--- config.mk ---
export PLATFORM = sky130hd
export DESIGN_NAME = chamber_pump_sched
export DESIGN_NICKNAME = d
export VERILOG_FILES = /design/src/rtl/chamber_pump_sched_pkg.sv /design/src/rtl/chamber_pump_sched_tick_countdown.sv /design/src/rtl/chamber_pump_sched.sv
export SDC_FILE = /design/constraint.sdc
export NUM_CORES = 1
export LEC_CHECK = 0
export CORE_UTILIZATION = 40
export CTS_CLUSTER_DIAMETER = 100
export DETAILED_ROUTE_END_ITERATION = 8
export PLACE_DENSITY = 0.71
export SLEW_MARGIN = 20
export SYNTH_ARGS = -nofsm -noshare
export SYNTH_HDL_FRONTEND = slang
export SYNTH_SLANG_ARGS = --single-unit
--- constraint.sdc ---
create_clock -name clk -period 1.9 [get_ports clk]
set_input_delay 0.285 -clock clk [delete_from_list [all_inputs] [get_ports clk]]
set_output_delay 0.285 -clock clk [all_outputs]
set_load 0.02 [all_outputs]
--- src/rtl/chamber_pump_sched_pkg.sv ---
// Shared types and defaults for the two-chamber airlock pump scheduler.
package chamber_pump_sched_pkg;

  typedef enum logic [1:0] {IDLE, SETTLE, PUMP, DONE} state_t;

  localparam logic DIR_FILL  = 1'b1;
  localparam logic DIR_DRAIN = 1'b0;

  localparam int DEF_FILL_TICKS  = 7;
  localparam int DEF_DRAIN_TICKS = 8;
  localparam int DEF_WAIT_TICKS  = 5;

  function automatic logic [1:0] chamber_onehot(input logic idx);
    return idx ? 2'b10 : 2'b01;
  endfunction

endpackage

--- src/rtl/chamber_pump_sched_tick_countdown.sv ---
// Loadable down-counter on the slow tick; shared by the settle and pump phases.
module tick_countdown #(
  parameter int CNT_W = 4
) (
  input  logic             clk,
  input  logic             reset,
  input  logic             load,
  input  logic [CNT_W-1:0] load_val,
  input  logic             dec,
  output logic [CNT_W-1:0] count,
  output logic             last
);

  always_ff @(posedge clk or negedge reset) begin
    if (!reset)                      count <= '0;
    else if (load)                   count <= load_val;
    else if (dec && count != '0)     count <= count - CNT_W'(1);
  end

  assign last = (count == CNT_W'(1));

endmodule

--- src/rtl/chamber_pump_sched.sv ---
// Round-robin pump scheduler for two airlock chambers: settle wait, then timed pump.
// Define PUMP_ABORT_EN to abort on an open door; otherwise an open door pauses the operation.
module chamber_pump_sched
  import chamber_pump_sched_pkg::*;
#(
  parameter int FILL_TICKS  = DEF_FILL_TICKS,
  parameter int DRAIN_TICKS = DEF_DRAIN_TICKS,
  parameter int WAIT_TICKS  = DEF_WAIT_TICKS,
  parameter int CNT_W       = 4
) (
  input  logic             clk,
  input  logic             reset,
  input  logic             tick,
  input  logic [1:0]       req_fill,
  input  logic [1:0]       req_drain,
  input  logic [1:0]       door_open,
  output logic [1:0]       grant,
  output logic             pumping,
  output logic             direction,
  output logic [CNT_W-1:0] count,
  output logic [1:0]       done,
  output logic             busy,
  output logic [1:0]       fault
);

  localparam int CMAX = 1 << CNT_W;

  if (FILL_TICKS < 1 || FILL_TICKS >= CMAX) begin : g_bad_fill
    $error("FILL_TICKS out of range for CNT_W");
  end
  if (DRAIN_TICKS < 1 || DRAIN_TICKS >= CMAX) begin : g_bad_drain
    $error("DRAIN_TICKS out of range for CNT_W");
  end
  if (WAIT_TICKS < 1 || WAIT_TICKS >= CMAX) begin : g_bad_wait
    $error("WAIT_TICKS out of range for CNT_W");
  end

  state_t           state;
  logic             rr;
  logic [1:0]       elig;
  logic             win_any, win;
  logic             door_owner, abort, adv;
  logic             cnt_load, cnt_dec, cnt_last;
  logic [CNT_W-1:0] cnt_val;

  // A chamber asking for both fill and drain is treated as not asking at all.
  assign elig       = (req_fill ^ req_drain) & ~door_open;
  assign win_any    = |elig;
  assign win        = elig[rr] ? rr : ~rr;
  assign door_owner = |(grant & door_open);

`ifdef PUMP_ABORT_EN
  assign abort = door_owner;
  assign adv   = tick;
`else
  assign abort = 1'b0;
  assign adv   = tick & ~door_owner;
`endif

  always_comb begin
    cnt_load = 1'b0;
    cnt_dec  = 1'b0;
    cnt_val  = '0;
    case (state)
      IDLE: if (win_any) begin
        cnt_load = 1'b1;
        cnt_val  = CNT_W'(WAIT_TICKS);
      end
      SETTLE, PUMP: begin
        if (abort) cnt_load = 1'b1;
        else if (adv) begin
          if (state == SETTLE && cnt_last) begin
            cnt_load = 1'b1;
            cnt_val  = (direction == DIR_FILL) ? CNT_W'(FILL_TICKS) : CNT_W'(DRAIN_TICKS);
          end else begin
            cnt_dec = 1'b1;
          end
        end
      end
      default: ;
    endcase
  end

  tick_countdown #(.CNT_W(CNT_W)) u_cnt (
    .clk      (clk),
    .reset    (reset),
    .load     (cnt_load),
    .load_val (cnt_val),
    .dec      (cnt_dec),
    .count    (count),
    .last     (cnt_last)
  );

  always_ff @(posedge clk or negedge reset) begin
    if (!reset) begin
      state     <= IDLE;
      rr        <= 1'b0;
      grant     <= '0;
      pumping   <= 1'b0;
      direction <= 1'b0;
      done      <= '0;
      busy      <= 1'b0;
      fault     <= '0;
    end else begin
      done  <= '0;
      fault <= '0;
      case (state)
        IDLE: if (win_any) begin
          grant     <= chamber_onehot(win);
          busy      <= 1'b1;
          direction <= req_fill[win];
          state     <= SETTLE;
        end
        SETTLE, PUMP: begin
          if (abort) begin
            fault   <= grant;
            grant   <= '0;
            busy    <= 1'b0;
            pumping <= 1'b0;
            rr      <= ~grant[1];
            state   <= IDLE;
          end else if (adv && cnt_last) begin
            pumping <= (state == SETTLE);
            state   <= (state == SETTLE) ? PUMP : DONE;
          end else if (state == PUMP) begin
            pumping <= ~door_owner;
          end
        end
        DONE: begin
          done  <= grant;
          grant <= '0;
          busy  <= 1'b0;
          rr    <= ~grant[1];
          state <= IDLE;
        end
        default: state <= IDLE;
      endcase
    end
  end

endmodule

* Yosys cells after proc, flatten, opt, wreduce, memory -nomap -nowiden
Index checks and enable logic that the tools add are counted.
** Storage, ports and cells
- Flip-flop bits (word level) :: 14
- Bits of input ports :: 9
- Logic and storage cells :: 71
- Output and inout bits :: 13
** Operators by class
- Equal/unequal tests :: 6
- $add $sub $neg :: 1
- Reductions and logical operators :: 14
- Bitwise gates (word level) :: 9
- Mux-type cells :: 31
- Magnitude comparators :: 2
** Operators with widths (number)
- 2-to-1 mux 4 bit :: 5
- 2-to-1 mux 1 bit :: 15
- 2-to-1 mux 2 bit :: 5
- case mux 4 bit (2 select lines) :: 1
- AND reduction 2 bit :: 4
- case mux 2 bit (3 select lines) :: 1
- OR reduction 2 bit :: 3
- AND 2 bit :: 2
- equality test 2 bit (second input constant) :: 2
- equality test 4 x 1 -> 1 bit (second input constant) :: 1
- < comparator 1 x 2 -> 1 bit (second input constant) :: 2
- != test 2 bit (second input constant) :: 2
- NOT 1 bit :: 4
- case mux 1 bit (2 select lines) :: 2
- case mux 2 bit (2 select lines) :: 1
- nonzero test 2 bit :: 2
- nonzero test 4 bit :: 1
- subtractor 4 x 1 -> 4 bit (second input constant) :: 1
- logical AND 1 bit :: 3
- 2-to-1 mux 3 bit :: 1
- equality test 2 x 1 -> 1 bit (second input constant) :: 1
- zero test 2 bit :: 1
- NOT 2 bit :: 1
- XOR 2 bit :: 1
- AND 1 bit :: 1

* Longest topological paths before layout
Gate-level depths: netlist (run 1).
- Depth after elaboration :: 9
- Depth in mapped cells :: 7
- Gate-level depth less buffers :: 6

* Cells and area by module
From an unflattened synthesis (run 1), not the netlist that was laid out.
** Unflattened totals
- Cells, all modules :: 105
- Area total of the unflattened synthesis :: 959.7 µm²
** By module, submodules not included
- chamber_pump_sched :: cells an instance 76, area each 676.9 µm², sequential area each 250.2 µm², times used 1
- tick_countdown :: cells an instance 29, area each 282.8 µm², sequential area each 100.1 µm², times used 1

* Worst setup path before layout (run 1)
Ideal clock, no wire load.
- Path type :: flip-flop to flip-flop
- Start :: register state[0]
- End :: register u_cnt.count[3]
- Setup slack :: 195 ps
- Setup time :: 120 ps
- Cell stages (with the launch flop) :: 8
- Clock period less this slack :: 1705 ps
- Required time :: 1780 ps
- Data arrival time :: 1585 ps
- Path buffers :: 1
- Cell sequence :: dfrtp_1 > inv_1 > ha_1 > buf_2 > and2_1 > and3_1 > a221o_1 > o211a_1
** On the way
- Cells in the longest elaborated chain, start to end :: 7
- Elaborated cells between the ends (all ways) :: 17
- Those cells by class :: eq/ne (2); mux (10); reduce/logical (5)
** Ends and longest elaborated chain
- start: declaration :: RTL line chamber_pump_sched.sv:38 : state_t state;
- start signal: assignment :: RTL line chamber_pump_sched.sv:124 : state <= (state == SETTLE) ? PUMP : DONE;
- equality test 2 x 1 -> 1 bit :: RTL line chamber_pump_sched.sv:64, chamber_pump_sched.sv:72
- logical AND 1 bit :: RTL line chamber_pump_sched.sv:72 : if (state == SETTLE && cnt_last) begin
- 2-to-1 mux 1 bit :: RTL line chamber_pump_sched.sv:72
- 2-to-1 mux 1 bit :: RTL line chamber_pump_sched.sv:71 : else if (adv) begin
- 2-to-1 mux 1 bit :: RTL line chamber_pump_sched.sv:64 : case (state)
- logical AND 1 bit :: RTL line chamber_pump_sched_tick_countdown.sv:17 : else if (dec && count != '0) count <= count - CNT_W'(1);
- nonzero test 2 bit (no source line)
- end signal: assignment :: RTL line chamber_pump_sched_tick_countdown.sv:16 : else if (load) count <= load_val;
- end signal: assignment :: RTL line chamber_pump_sched_tick_countdown.sv:17
- end: declaration :: RTL line chamber_pump_sched_tick_countdown.sv:10 : output logic [CNT_W-1:0] count,
Several ways; a longest one is shown, not always the timed one.
A chain may end at the register's enable or synchronous reset.

* Worst setup path after layout (run 1)
Ends and elaborated chain as after synthesis.

==> key figures, run 1 <==
Status
  – Status: finished clean

Job
  – Max-cap violations: 0

Timing
  – Final min period: 1790 ps
  – Fmax: 559 MHz
  – Hold Vio Cnt, Final: 0
  – Clk_skew: 1.79 ps
  – Tcrit/Tclk final: 94.2%
  – Measured slew at the worst slew-check pin: 658 ps
  – Total negative slack: 0 ps
  – # setup viols final: 0
  – RSZ-0062 raised after global routing: no
  – Slew headroom: 56.0%
  – Final Max Slew Viols: 0

Worst setup path
  – Worst EP arrival: 1980 ps
  – Worst Path Max Fanout: 6
  – R2r setup slk: 110 ps
  – Critical Path Sink Type: register
  – Critical Path RT: 2090 ps
  – Worst setup SP type: register
  – Critical path class: reg2reg

Pwr
  – Power per cell area: 1560 nW/µm²
  – Peak VDD IR: roughly 0.00086 V
  – Leak Pwr: 0.000531 µW

Route
  – Post-route ant nets: 0
  – Vias: ~820
  – Total iterations of the first detailed-routing run: 4
  – Routed wire length: 2070 µm
  – Vias/cell: roughly 5.5
  – Initial DRC count: 24
  – DRC viols: 0
  – Drt wl/cell: 14.0 µm

GRT
  – Antenna violations before repair: 0
  – GRT Overall Usage: 18.7%
  – Global-route wire length before repair: between 3000 and 4000 µm
  – Grt total ovfl: 0
  – Number of global-route vias before repair: 793
  – Pin count of the biggest net entering global routing: 15

Logic synthesis
  – Post-synth cell types: 40
  – Synth warn: 0
  – Sequential area share after synthesis: 37.5%
  – Synthesized flop and latch total: 14
  – Syn Std Cell Area: 933 µm²
  – Cell count after synthesis: 98
  – EDFF count, synth: 0
  – Syn_area_per_cell: approximately 9.5 µm²
  – Main synth FF type: dfrtp_1
  – Async SR Flop Fraction: 100%

Die
  – Die Y: just over 50 µm
  – Die Footprint: 2530 µm²
  – Core area: 2210 µm²
  – IO Count: 22
  – Chip Width: 50.3 µm
  – Starting density of the core: between 40% and 50%
  – Num rows: 17

Layout
  – Fin nets: 136
  – Share of layout cells above drive strength 1: between 10% and 20%
  – Commonest non-fill, non-tap cell in the layout: clkdlybuf4s50_1
  – Fillcell total: 215
  – Area growth, synth to finish: 29.0%
  – Finished Core Util: 54.4%
  – Most frequent cells in the layout: clkdlybuf4s50_1 (19), dfrtp_1 (14), inv_1 (11)
  – # diodes: 0

Worst hold path
  – Hold/Removal Path Class: in2async

Clocking
  – Clk Latency, worst-skew pair: 290 ps
  – H-tree depth: 1
  – CTS buffer count: 3
  – CTS sink count: 14
  – Maximum buffer depth of the clock tree: 2
  – CTS tree: yes
  – Number of hold buffers added after CTS: 0
  – CTS Root Cell: clkbuf_4
  – Clk slew on worst S/H paths: about 90 ps

Placed design
  – PortBufs: 19
  – Dpl hpwl: 1600 µm
  – Global placement routability congestion: a little over 0.8
[where the power goes]
group          total, µW  switching (µW)  internal [µW]  leakage [µW]
Combinational       1090             557            529      0.000342
Clock                225             108            117     0.0000210
Sequential           565             140            425      0.000168
[what timing repair did]
item	4_1_cts	5_1_grt
resized for setup	0	3
endpoints found under the setup margin	0	3
buffers inserted	0	0
endpoints found under the hold margin	0	0
[cell families after synthesis]
family | count (synthesis) | synth area share, %
AND/OR/NAND/NOR | 29 | 17.4
AO/OA/AOI/OAI | 28 | 24.5
buffers and inverters | 15 | 6.97
flip-flops | 14 | 37.5
adder cells (fa/ha/maj) | 6 | 8.04
XOR/XNOR | 3 | 2.82
multiplexers | 2 | 2.28
other | 1 | 0.402
[per-stage QoR]
stage / setup slack, ps / area, µm² / hold slack (ps) / power, µW / cells
after detailed placement: 2.37 / 1150 / 507 / 1630 / 144
after global placement: 44.6 / 1150 / 506 / 1600 / 144
after floorplan: 195 / 937 / -10.6 / 1230 / 99
after CTS: 92.5 / 1190 / 405 / 1860 / 148
after global routing: 24.8 / 1200 / 434 / 2020 / 148
final: 110 / 1200 / 390 / 1880 / 148
[layer usage]
| metal | global-route usage (%) | routed length (µm) | vias up | part of all wire, % |
|---|---|---|---|---|
| met4 | 10.2 | 40 | 0 | 1.9 |
| met3 | 2.73 | 50 | 5 | 2.4 |
| met5 | 0 | 0 | - | 0 |
| met2 | 31.6 | 1070 | 14 | 52 |
| li1 | - | - | 392 | - |
| met1 | 22.6 | 907 | 405 | 44 |
[sequential cells by signal (all words and copies together) (netlist names)]
signal and count:
state 2, pumping 1, done 2, direction 1, busy 1, rr 1, grant 2, u_cnt.count 4
[synthesized netlist by cell type, types with 2 or more instances]
| cell | n | share of area [%] |
|---|---|---|
| a21o_1 | 2 | 1.6 |
| a21oi_1 | 2 | 1.1 |
| a22oi_1 | 3 | 2.4 |
| and2_1 | 4 | 2.7 |
| and3_1 | 3 | 2.0 |
| buf_4 | 2 | 1.6 |
| dfrtp_1 | 14 | 38 |
| ha_1 | 6 | 8.0 |
| inv_1 | 11 | 4.4 |
| nand2_1 | 3 | 1.2 |
| nand2b_1 | 2 | 1.3 |
| nand3_1 | 4 | 2.1 |
| nand4_1 | 2 | 1.3 |
| nor2_1 | 5 | 2.0 |
| nor3_1 | 2 | 1.1 |
| o21ai_0 | 7 | 3.8 |
| xnor2_1 | 3 | 2.8 |
[critical path, stage by stage, from the launching register on]
cell	delay [ps]
dfrtp_1	410
inv_1	130
ha_2	230
inv_1	60
o32a_4	410
a21o_1	230
o211a_1	230
[final timing paths]
| check | to | startpoint | depth (start not counted) |
|---|---|---|---|
| worst min-delay path | grant[0]$_DFFE_PN0P_ | reset | 1 |
| min in group clk | busy$_DFFE_PN0P_ | busy$_DFFE_PN0P_ | 2 |
| worst min register to register | busy$_DFFE_PN0P_ | busy$_DFFE_PN0P_ | 2 |
| max in group asynchronous | state[1]$_DFFE_PN0P_ | reset | 1 |
| worst max register to register | u_cnt.count[3]$_DFFE_PN0P_ | state[0]$_DFFE_PN0P_ | 6 |
| worst max-delay path | u_cnt.count[3]$_DFFE_PN0P_ | state[0]$_DFFE_PN0P_ | 6 |
[layout make-up]
| type | instances | area (µm²) | share of cell area (%) |
|---|---|---|---|
| Clock buffer | 4 | 36.3 | 3.01 |
| Timing Repair Buffer | 21 | 205 | 17.0 |
| Inverter | 11 | 41.3 | 3.43 |
| Multi-Input combinational cell | 70 | 536 | 44.5 |
| Tap cell | 28 | 35.0 | 2.91 |
| Sequential cell | 14 | 350 | 29.1 |
Power figures use the tool's default switching activity.
==> inputs of run 2 (changes only) <==
CORE_ASPECT_RATIO = 1.25   (was default)
RECOVER_POWER = 25   (was default)
==> key figures, run 2 (synthesis gave the netlist of run 1 again) <==
Timing
  – Fin Hold WS: 445 ps (+54.6 ps)
  – Fmax: 558 MHz (-0.22%)
  – Total negative slack: 0 ps (unchanged)
  – Hold Vio Cnt, Final: 0 (unchanged)
  – Clk_skew: 3.10 ps (+1.32 ps)
  – RSZ-0062 raised after global routing: no
  – Tcrit/Tclk final: 94.4% (+0.21 points)
  – Final WS setup: 106 ps (-3.94 ps)
  – Slew headroom: 57.9% (+1.9 points)
  – Measured slew at the worst slew-check pin: 630 ps (-28.1 ps)
  – Final Max Slew Viols: 0 (unchanged)
  – # setup viols final: 0 (unchanged)
  – Final min period: 1790 ps (+3.94 ps)

Pwr
  – Switch Pwr: 796 µW (-1.2%)
  – Logic pwr share: 58.5% (+0.6 points)
  – Sw Share: 42.6% (-0.36 points)
  – Peak VDD IR: 0.000923 V (+7.1%)
  – Clock share of power: 11.8% (-0.2 points)
  – Leak Pwr: 0.000538 µW (+1.3%)
  – Power per cell area: 1540 nW/µm² (-1.0%)
  – Cell internal pwr: 1070 µW (+0.31%)
  – Design Power: 1870 µW (-0.32%)
  – Flop pwr share: 29.7% (-0.4 points)

GRT
  – GRT Overall Usage: 18.3% (-0.32 points)
  – M2 GR Usage: 31.3% (-0.29 points)
  – Met3 Usage GRT: 2.60% (-0.13 points)
  – Grt total ovfl: 0 (unchanged)
  – Routing usage on met1: 22.1% (-0.52 points)
  – Number of global-route vias before repair: 776 (-2.1%)
  – Pin count of the biggest net entering global routing: 15 (unchanged)
  – Global-route wire length before repair: 3460 µm (-0.80%)
  – GR peak layer: met2
  – Antenna violations before repair: 0 (unchanged)

Route
  – Total iterations of the first detailed-routing run: 4 (unchanged)
  – Vias: 827 (+1.3%)
  – DRC viols: 0 (unchanged)
  – Post-route ant nets: 0 (unchanged)
  – Routed wire length: 2030 µm (-1.9%)
  – Initial DRC count: 19 (-21%)
  – Drt wl/cell: 13.3 µm (-4.5%)
  – Vias/cell: 5.44 (-1.3%)

Worst setup path
  – Worst EP arrival: 1970 ps (about the same)
  – Crit Reg-Reg Startpoint: u_cnt.count[1]$_DFFE_PN0P_
  – R2r setup slk: 110 ps (about the same)
  – Worst setup SP type: register
  – R2R cell count: 6 (unchanged)
  – Critical path class: reg2reg
  – End of the worst register-to-register path: u_cnt.count[3]$_DFFE_PN0P_
  – Critical Path Sink Type: register
  – Critical Path RT: 2080 ps (about the same)
  – Worst Path Max Fanout: 4 (-2)

Clocking
  – CTS tree: yes
  – CTS Root Cell: clkbuf_4
  – CTS buffer count: 3 (unchanged)
  – Post-CTS setup buffers: 0 (unchanged)
  – Maximum buffer depth of the clock tree: 2 (unchanged)
  – CTS sink count: 14 (unchanged)
  – Clk slew on worst S/H paths: 90 ps (about the same)
  – Clk Latency, worst-skew pair: 290 ps (about the same)
  – H-tree depth: 1 (unchanged)

Die
  – IO Count: 22 (unchanged)
  – Die Y: 56.0 µm (+11%)
  – Core area: 2210 µm² (about the same)
  – Chip Width: 45.2 µm (-10%)
  – Num rows: 19 (+2)
  – Starting density of the core: 42.2% (about the same)
  – Die Footprint: 2530 µm² (about the same)

Job
  – Max-cap violations: 0 (unchanged)

Placed design
  – Setup slack at placement: -43.2 ps (-45.6 ps)
  – Placed cells: 148 (+2.8%)
  – Dpl hpwl: 1560 µm (-2.5%)
  – PortBufs: 19 (unchanged)
  – Global placement routability congestion: 0.773 (-6.9%)

Layout
  – Most frequent cells in the layout: clkdlybuf4s50_1 (18), dfrtp_1 (14), inv_1 (11)
  – Area growth, synth to finish: 29.9%
  – Fin nets: 137 (+0.74%)
  – Cell Count, Final, Fillers Out: 152 (+2.7%)
  – Commonest non-fill, non-tap cell in the layout: clkdlybuf4s50_1
  – Biggest register: u_cnt.count
  – Largest register FFs: 4 (unchanged)
  – Share of layout cells above drive strength 1: 12.4% (-0.10 points)
  – # diodes: 0 (unchanged)

Status
  – Status: finished clean

Worst hold path
  – Hold/Removal Path Class: in2async
==> run 2: cell types whose count changed in the layout (fill, tap and decap cells not counted), sizes merged <==
| cell | before | now |
|---|---|---|
| buf | 2 | 3 |
| clkdlybuf4s50 | 19 | 18 |
| dlygate4sd3 | 0 | 1 |
==> run 2: how the worst max path moves through the flow <==
stage                               start                         end  depth (start not counted)
4_1_cts        u_cnt.count[1]$_DFFE_PN0P_  u_cnt.count[0]$_DFFE_PN0P_                          6
6_report       u_cnt.count[1]$_DFFE_PN0P_  u_cnt.count[3]$_DFFE_PN0P_                          6
3_3_place_gp                  req_fill[0]        grant[0]$_DFFE_PN0P_                          5
3_5_place_dp                  req_fill[0]        grant[0]$_DFFE_PN0P_                          5
2_1_floorplan        state[0]$_DFFE_PN0P_  u_cnt.count[3]$_DFFE_PN0P_                          7
5_1_grt              state[1]$_DFFE_PN0P_  u_cnt.count[3]$_DFFE_PN0P_                          6
==> run 2: per-stage QoR <==
step | util [%] | cell area (µm²)
after floorplan | - | 937
after global placement | 52.7 | 1160
after detailed placement | 52.7 | 1160
after CTS | 54.3 | 1200
after global routing | 54.8 | 1210
final | 54.8 | 1210
==> run 2: what timing repair did <==
item | 4_1_cts | 5_1_grt
setup endpoints to repair | 0 | 3
gates resized for setup | 0 | 2
hold buffers | 0 | 0
==> run 2: cell type report <==
class	count	area, µm²
fill	191	998
tap	31	38.8
inverter	11	41.3
multi-input combinational	70	533
sequential	14	350
timing repair buffer	22	213
clock buffer	4	36.3
==> run 2: critical path, stage by stage, from the launching register on <==
cell and delay, ps:
dfrtp_1 400, inv_1 100, ha_1 210, nor4bb_2 340
nand3_1 170, a21o_1 230, o211a_1 240
==> run 2: power groups by stage <==
stage,combinational [µW],sequential [µW],clock (µW)
detailed placement,1070,557,0
floorplan,576,654,0
CTS,1090,551,219
finish,1090,555,221
global placement,1060,554,0
global route,1200,570,231
==> run 2: routing by layer <==
metal | vias up | part of all wire [%]
met5 | - | 0
met4 | 0 | 2.8
met3 | 7 | 6.1
met2 | 39 | 51
met1 | 380 | 40
li1 | 401 | -
